===== config.mk =====
export PLATFORM = sky130hd
export DESIGN_NAME = truth_table_probe
export DESIGN_NICKNAME = d
export VERILOG_FILES = /design/src/rtl/truth_table_probe.sv
export SDC_FILE = /design/constraint.sdc
export NUM_CORES = 1
export LEC_CHECK = 0
export CAP_MARGIN = 10
export CELL_PAD_IN_SITES_DETAIL_PLACEMENT = 1
export CELL_PAD_IN_SITES_GLOBAL_PLACEMENT = 1
export CORE_MARGIN = 1
export CORE_UTILIZATION = 39
export DETAILED_ROUTE_END_ITERATION = 12
export HOLD_SLACK_MARGIN = 0.06
export PLACE_DENSITY_LB_ADDON = 0.08
export SLEW_MARGIN = 10
export SYNTH_ARGS = -nofsm -noshare
export SYNTH_HDL_FRONTEND = slang
export SYNTH_SLANG_ARGS = --single-unit

===== constraint.sdc =====
create_clock -name clk -period 2.3 [get_ports clk]
set_input_delay 0.46 -clock clk [delete_from_list [all_inputs] [get_ports clk]]
set_output_delay 0.46 -clock clk [all_outputs]
set_load 0.05 [all_outputs]

===== src/rtl/truth_table_probe.sv =====
// Sweeps every input combination of a small gate, holds each for SETTLE+1 cycles,
// samples the gate output at the end of each window and assembles the truth table.
module truth_table_probe #(
  parameter int N_IN   = 2,
  parameter int SETTLE = 2
) (
  input  logic                 clk,
  input  logic                 rst,
  input  logic                 start,
  input  logic                 abort,
  output logic                 busy,
  output logic                 done,
  output logic [N_IN-1:0]      probe_in,
  input  logic                 probe_out,
  output logic [2**N_IN-1:0]   table_out,
  output logic                 table_valid
);

  typedef enum logic [1:0] {IDLE, HOLD, DONE} state_t;

  localparam logic [3:0]      SETTLE_LD = 4'(SETTLE);
  localparam logic [N_IN-1:0] LAST_IDX  = '1;

  state_t              state_q;
  logic [N_IN-1:0]     idx_q;
  logic [3:0]          cnt_q;
  logic [2**N_IN-1:0]  table_q;
  logic                valid_q;
  logic                done_q;
  logic                busy_q;
  logic [N_IN-1:0]     probe_q;

  always_ff @(posedge clk or posedge rst) begin
    if (rst) begin
      state_q <= IDLE;
      idx_q   <= '0;
      cnt_q   <= '0;
      table_q <= '0;
      valid_q <= 1'b0;
      done_q  <= 1'b0;
      busy_q  <= 1'b0;
      probe_q <= '0;
    end else begin
      case (state_q)
        IDLE: begin
          done_q <= 1'b0;
          if (start) begin
            table_q <= '0;
            valid_q <= 1'b0;
            idx_q   <= '0;
            cnt_q   <= SETTLE_LD;
            busy_q  <= 1'b1;
            probe_q <= '0;
            state_q <= HOLD;
          end
        end
        HOLD: begin
          // abort outranks the final sample, so a late cancel never yields done
          if (abort) begin
            busy_q  <= 1'b0;
            probe_q <= '0;
            idx_q   <= '0;
            cnt_q   <= '0;
            state_q <= IDLE;
          end else if (cnt_q != 4'd0) begin
            cnt_q <= cnt_q - 4'd1;
          end else begin
            table_q[idx_q] <= probe_out;
            if (idx_q == LAST_IDX) begin
              done_q  <= 1'b1;
              valid_q <= 1'b1;
              busy_q  <= 1'b0;
              probe_q <= '0;
              idx_q   <= '0;
              state_q <= DONE;
            end else begin
              idx_q   <= idx_q + 1'b1;
              probe_q <= idx_q + 1'b1;
              cnt_q   <= SETTLE_LD;
            end
          end
        end
        DONE: begin
          done_q  <= 1'b0;
          state_q <= IDLE;
        end
        default: state_q <= IDLE;
      endcase
    end
  end

  assign busy        = busy_q;
  assign done        = done_q;
  assign probe_in    = probe_q;
  assign table_out   = table_q;
  assign table_valid = valid_q;

endmodule

**Word level (Yosys, flattened, before mapping)**

Index checks and enable logic that the tools add are counted.

- Logic and storage cells: 67
- Output and inout port bits: 9
- Input port bits: 5
- Register bits after elaboration: 15

- Reductions and logical operators: 13
- Multiplexer cells: 33
- Eq/ne operators: 10
- $lt $le $gt $ge: 2
- Add/sub/neg operators: 2

Operator list:

| kind | count |
|---|---|
| $mux 4 | 7 |
| $mux 2 | 8 |
| $pmux 4 s2 | 2 |
| $reduce_and 4->1 | 3 |
| $mux 1 | 9 |
| $reduce_and 3->1 | 3 |
| $ne 2x2->1 const B | 4 |
| $pmux 2 s2 | 2 |
| $ne 3x3->1 const B | 2 |
| $pmux 1 s2 | 3 |
| $reduce_and 5->1 | 1 |
| $bwmux 4 | 1 |
| $eq 2x2->1 const B | 2 |
| $ne 4x4->1 const B | 1 |
| $reduce_bool 2->1 | 2 |
| $reduce_bool 4->1 | 1 |
| $sub 4x1->4 const B | 1 |
| $lt 2x3->1 const B | 1 |
| $add 2x1->2 const B | 1 |
| $demux 1 s2 | 1 |
| $eq 2x1->1 const B | 1 |
| $ge 2x1->1 const B | 1 |
| $logic_not 2->1 | 1 |
| $reduce_or 2->1 | 1 |
| $logic_and 1x1->1 | 1 |

**Logic depth before layout (Yosys ltp)**

Gate-level depths: netlist of run 1.

- Word-level depth: 8
- Depth in mapped cells: 6

**Worst setup path before layout of run 1**

Ideal clock, no wire load.

- Kind: register to register
- From: reg, netlist name probe_in[0]
- To: reg cnt_q[3]
- Clock period less this slack: 1.697 ns
- Slack: 0.603 ns
- Setup time: 0.078 ns
- Arrival time: 1.620 ns
- Data required time: 2.222 ns
- Stages on the path, launching flop included: 6
- Cell sequence: dfrtp_1 ha_1 nand3b_1 o21ai_2 or3_1 a21oi_1

RTL lines:

| what | line | text |
|---|---|---|
| end signal, assigned | 66 | `cnt_q <= cnt_q - 4'd1;` |
| end, declared | 26 | `logic [3:0] cnt_q;` |

**Final worst setup path of run 1**

- From: reg probe_q[0], in the netlist probe_in[0]
- To: out probe_in[0]

RTL lines:

| what | line | text |
|---|---|---|
| start, declared | 31 | `logic [N_IN-1:0] probe_q;` |
| start signal, assigned | 78 | `probe_q <= idx_q + 1'b1;` |
| end, declared | 13 | `output logic [N_IN-1:0] probe_in,` |

No word-level cell between the ends.

==> flow_summary_export.csv, run 1 <==
group,metric,value,unit
outcome,status,"finished, final reports clean",
setup_path,end_kind,"output port",
placed_design,globalplace.congestion,0.750,
sta,finalCriticalPeriod,2.02,ns
floorplan,initial_core_util,0.437,
drt,ant_nets,0,
synthesis,syn_avg_cell_area,10.5,sq um
global_route,grt_usage,0.192,
power_and_ir_drop,power.density,1320,mW/mm^2
clock_tree,cts_resized,0,
sta,fmaxAchievable,495,MHz
global_route,grt_pass1_wl,2840,um
setup_path,crit_start,"probe_in[0]",
placed_design,dp_hpwl,1310,um
power_and_ir_drop,power.total,1310,uW
setup_path,cp.required,1.84,ns
synthesis,yosys.cell_types.count,25,
finish,antennaDiodeCount,0,
sta,hold_viol,0,
synthesis,ys_top_cells_by_area,"dfrtp_1 48%, ha_1 9.5%, nand2_1 4.8%, mux2i_1 3.8%, nor3b_1 3.8%",
setup_path,cp-start-kind,"register",
power_and_ir_drop,vdd_ir_drop_max,0.552,mV
drt,routed_via_density,5.18,
power_and_ir_drop,leakage,0.000476,uW
sta,fin_crit_sh,0.879,
floorplan,die_w,47.0,um
clock_tree,cts_setup_buffers,0,
finish,drive_gt1_frac,0.106,
setup_path,path_max_fanout,6,
sta,rsz0062_at_grt,"false",
synthesis,synth-edff-count,0,
setup_path,worstPathCellList,"clkdlybuf4s50_1",
finish,area_delta_synth_final,25.7,%
drt,detailedRoute.firstIterationViolations,7,
setup_path,reg2reg_from,"cnt_q[0]",
synthesis,ys_async_sr_fraction,1.00,
floorplan,die-area,0.00220,sq mm
sta,worst-slew-pin-transition,0.594,ns
synthesis,yosysWarnings,0,
drt,finalWirelength,1690,um
clock_tree,cts_tree,"built",
sta,slew_headroom,0.603,
synthesis,synth_seq_area_share,0.476,
setup_path,cp_num_buf_inv,1,
clock_tree,clk_pin_slew,0.09,ns
finish,nets,106,
setup_path,crit_path_top_delay_cell,"clkdlybuf4s50_1",
floorplan,ioPinCount,14,
synthesis,yosys-top-cells-count,"15 x dfrtp_1, 10 x nand2_1, 6 x ha_1, 5 x inv_1, 5 x nor2_1",
clock_tree,clock-root-buffer,"clkbuf_4",
clock_tree,cts_buffer_depth,2,
sta,finalSetupTns,0,ns
setup_path,path_class,"register to output port",
drt,dr.pass1.iters,4,
setup_path,crit_arrival,1.56,ns
hold_path,hp-class,"register to register",
setup_path,cpPeakStageDelay,0.83,ns
global_route,overflow,0,
synthesis,synth_fp_nets,86,
sta,finalSetupViolCount,0,
global_route,grt_pass1_vias,604,
clock_tree,h-tree-depth,1,
synthesis,synth_seq_cells,15,
floorplan,rows,15,
synthesis,synth_area,788,sq um
sta,skew,0.00518,ns
finish,fillers,212,
synthesis,syn_inst,75,
synthesis,synth_top_area_cell,"dfrtp_1",
global_route,grt_max_degree,16,
finish,fin_util,0.550,
flow_run,drv_cap,0,
clock_tree,cts-buffers-inserted,3,
clock_tree,cts.sink_count,15,
floorplan,fp.dieH,47.0,um
drt,drc_errors,0,
sta,slew_violations,0,
hold_path,holdCritStartpoint,"table_valid",
drt,wl_per_cell,14.2,um
clock_tree,clk_latency,0.29,ns
setup_path,cpLargestDelayFamily,"buffers and inverters",
clock_tree,postCtsHoldBufs,0,
synthesis,synthFlopType,"dfrtp_1",
drt,num_vias,617,
floorplan,core,0.00180,sq mm
synthesis,synth_top_cell_area_share,0.476,
global_route,antenna_found_initial,0,
placed_design,numPortBuffers,13,
synthesis,yosysMostFrequentCell,"dfrtp_1",
## routing by layer
metal / GRT usage / vias to the layer above / part of all wire / wire length, um
met4: 0.0857 / 0 / 0.018 / 31
met5: 0 / - / 0 / 0
met3: 0.0462 / 5 / 0.027 / 45
met1: 0.237 / 301 / 0.47 / 786
met2: 0.319 / 12 / 0.49 / 824
li1: - / 299 / - / -
## final timing paths
path	end	slack, ns	cells after the start
max	probe_in[0]	0.28	1
min	table_valid	0.48	1
max in group asynchronous	cnt_q[2]	1.38	2
min reg2reg	table_valid	0.48	1
max reg2reg	table_out[3]	0.48	6
min in group asynchronous	table_out[0]	0.53	2
## cell usage in the layout (no fill, tap or decap)
cell,synthesis,final
a21boi_4,1,1
a21o_1,2,2
a21oi_1,2,2
a22o_1,2,2
buf_4,0,2
clkbuf_1,0,1
clkbuf_4,0,3
clkdlybuf4s50_1,0,13
dfrtp_1,15,15
ha_1,6,6
inv_1,5,5
mux2i_1,3,3
nand2_1,10,10
nand2b_1,1,1
nand3_1,1,1
nand3b_1,1,1
nor2_1,5,5
nor3_1,2,2
nor3b_1,4,4
o211ai_1,1,1
o21a_1,1,1
o21ai_0,2,2
o21ai_1,1,1
o21ai_2,2,2
o21ba_2,1,1
o31ai_1,1,1
or3_1,4,4
or4b_4,1,1
xor2_1,1,1
## cell families (layout without fill, tap and decap cells)
kind of cell,count (synthesis),after routing,synth area share
flops,15,15,0.476
compound gates,16,16,0.160
xor+xnor,1,1,0.0111
mux,3,3,0.0381
fa+ha+maj,6,6,0.0952
buf+inv,5,24,0.0238
simple gates,29,29,0.195
## report_power, final
group          switching [uW]  leakage, uW  internal, uW
registers                89.1     0.000198           353
logic                     429     0.000263           284
clock network            88.3    0.0000150          67.4
## per-stage QoR
step | setup WS [ns] | cell area (sq um) | instances | hold WS, ns
5_1_grt | 0.208 | 991 | 119 | 0.499
3_3_place_gp | 0.265 | 965 | 115 | 0.462
4_1_cts | 0.261 | 991 | 119 | 0.487
6_report | 0.279 | 991 | 119 | 0.480
3_5_place_dp | 0.220 | 965 | 115 | 0.465
2_1_floorplan | 0.603 | 788 | 75 | 0.361
## registers in the layout, indices dropped and copies added, names as in the netlist
name         count
done             1
cnt_q            4
busy             1
state_q          2
table_out        4
probe_in         2
table_valid      1
## area by class of cell
class | count | area, sq um | area share
Clock buffer | 4 | 26.3 | 0.0265
Inverter | 5 | 18.8 | 0.0189
Timing Repair Buffer | 15 | 145 | 0.146
Sequential cell | 15 | 375 | 0.379
Tap cell | 25 | 31.3 | 0.0316
Multi-Input combinational cell | 55 | 394 | 0.398
No activity file was read; power rests on OpenSTA's default activity.
==> inputs of run 2 (changes only) <==
--- a/config.mk
+++ b/config.mk
@@ -9,7 +9,7 @@
 export CELL_PAD_IN_SITES_DETAIL_PLACEMENT = 1
 export CELL_PAD_IN_SITES_GLOBAL_PLACEMENT = 1
 export CORE_MARGIN = 1
-export CORE_UTILIZATION = 39
+export CORE_UTILIZATION = 35
 export DETAILED_ROUTE_END_ITERATION = 12
 export HOLD_SLACK_MARGIN = 0.06
 export PLACE_DENSITY_LB_ADDON = 0.08
==> constraint.sdc (replaced) <==
create_clock -name clk -period 1.63 [get_ports clk]
set_input_delay 0.326 -clock clk [delete_from_list [all_inputs] [get_ports clk]]
set_output_delay 0.326 -clock clk [all_outputs]
set_load 0.05 [all_outputs]
==> run 2 against run 1 <==
Sequential cell count stayed put. Sequential share of layout area down 4.8 points. Wire length grew 29%. Power rose by 69%. The flow now finishes with violations (setup timing). Utilization rose by 1.0 points.
==> flow_summary_export.csv, run 2 (same netlist as run 1, synthesis figures left out) <==
group,metric,value,unit
finish,fin_util,0.560,
sta,rsz0062_at_grt,"true",
setup_path,path_max_fanout,5,
sta,hold_viol,0,
setup_path,cpLargestDelayFamily,"simple AND/OR/NAND/NOR gates",
placed_design,globalplace.congestion,0.748,
setup_path,end_kind,"register",
setup_path,crit_top_cell,"nor2_1",
clock_tree,cts-buffers-inserted,3,
setup_path,path_class,"register to register",
drt,drc_errors,0,
sta,skew,0.00469,ns
setup_path,cpPeakStageDelay,0.52,ns
outcome,status,"finished, violations left",
sta,fmaxAchievable,569,MHz
clock_tree,clk_latency,0.29,ns
finish,final_cell_mix,"23 x buf_4, 13 x dfrtp_1, 8 x nand2_1",
clock_tree,cts.sink_count,15,
finish,layout_commonest_cell,"buf_4",
power_and_ir_drop,leakage,0.000565,uW
global_route,grt_pass1_vias,730,
setup_path,cp_num_buf_inv,1,
finish,area_delta_synth_final,45.1,%
finish,drive_gt1_frac,0.389,
hold_path,hp-class,"input pin to async pin",
drt,detailedRoute.firstIterationViolations,9,
clock_tree,clk_pin_slew,0.10,ns
global_route,overflow,0,
drt,routed_via_density,5.10,
setup_path,crit_arrival,1.98,ns
clock_tree,h-tree-depth,1,
finish,design_area,0.00114,sq mm
flow_run,drv_cap,0,
drt,dr.pass1.iters,3,
placed_design,numPortBuffers,13,
finish,antennaDiodeCount,0,
power_and_ir_drop,power.density,1940,mW/mm^2
sta,fin_crit_sh,1.08,
clock_tree,cts_tree,"built",
floorplan,initial_core_util,0.386,
sta,finalSetupViolCount,10,
drt,finalWirelength,2170,um
floorplan,rows,16,
floorplan,fp.dieH,49.5,um
setup_path,cp-start-kind,"register",
global_route,grt_max_degree,16,
sta,finalSetupTns,-0.734,ns
setup_path,worstPathCellList,"inv_2 > ha_4 > or4b_4 > nor2_1 > nor2_1 > a21oi_1",
drt,wl_per_cell,16.1,um
floorplan,ioPinCount,14,
floorplan,die-area,0.00245,sq mm
sta,finalCriticalPeriod,1.76,ns
outcome,violations,"setup timing",
sta,worst-slew-pin-transition,0.300,ns
placed_design,placed_area,0.00103,sq mm
clock_tree,postCtsHoldBufs,0,
drt,ant_nets,0,
placed_design,dp_hpwl,1530,um
sta,slew_headroom,0.799,
placed_design,dp_worst_setup_slack,-0.278,ns
finish,nets,120,
clock_tree,clock-root-buffer,"clkbuf_4",
drt,num_vias,688,
global_route,grt_pass1_wl,3580,um
sta,setup_slack,-0.128,ns
sta,slew_violations,0,
floorplan,core,0.00204,sq mm
global_route,grt_usage,0.198,
global_route,antenna_found_initial,0,
floorplan,die_w,49.5,um
setup_path,cp.required,1.85,ns
setup_path,crit_path_top_delay_cell,"or4b_4",
clock_tree,cts_buffer_depth,2,
power_and_ir_drop,vdd_ir_drop_max,1.07,mV
[run 2: cell count changes in the layout (fill, tap and decap cells not counted), sizes merged]
cell	change
buf	+23
clkdlybuf4s50	-9
[run 2: path summary, 6_finish.rpt]
path	to	cells past startpoint	start	slack, ns
max	cnt_q[3]	6	cnt_q[1]	-0.13
min	state_q[1]	3	rst	0.36
max reg2reg	cnt_q[3]	6	cnt_q[1]	-0.13
min reg2reg	table_valid	1	table_valid	0.49
max in group asynchronous	probe_in[1]	3	rst	1.07
min in group clk	table_valid	1	table_valid	0.49
[run 2: final cells by class]
class | instances | area (sq um)
clock buffers | 4 | 26.3
fillers | 241 | 898
inverters | 5 | 18.8
multi-input cells | 55 | 434
flip-flops and latches | 15 | 378
well taps | 27 | 33.8
repair buffers | 29 | 253
[run 2: report_power, final]
part	internal (uW)	leakage (uW)	switching (uW)
logic	620	0.000356	769
registers	502	0.000195	101
clock network	95.2	0.0000150	129
[run 2: per-stage QoR]
step,total power [uW],hold slack [ns],cells
6_report,2220,0.363,135
5_1_grt,2370,0.413,135
3_3_place_gp,1790,0.466,125
4_1_cts,2170,0.377,134
2_1_floorplan,1340,0.227,75
3_5_place_dp,1840,0.474,125
[run 2: timing repair]
item                       CTS  global route
setup endpoints to repair    9            11
pin swaps                    6             4
hold endpoints to repair     0             0
resized for setup            4             5
setup buffers                5             1
[run 2: routing by layer]
metal / track usage / routed length, um
met5: 0 / 0
met4: 0.0524 / 20
met3: 0.0309 / 60
met2: 0.336 / 1130
met1: 0.261 / 960
[run 2: worst reg2reg max path, cell delays in order (launching register included)]
cell and delay [ns]:
dfrtp_1 0.42, inv_2 0.09, ha_4 0.12, or4b_4 0.52, nor2_1 0.29, nor2_1 0.12
a21oi_1 0.14
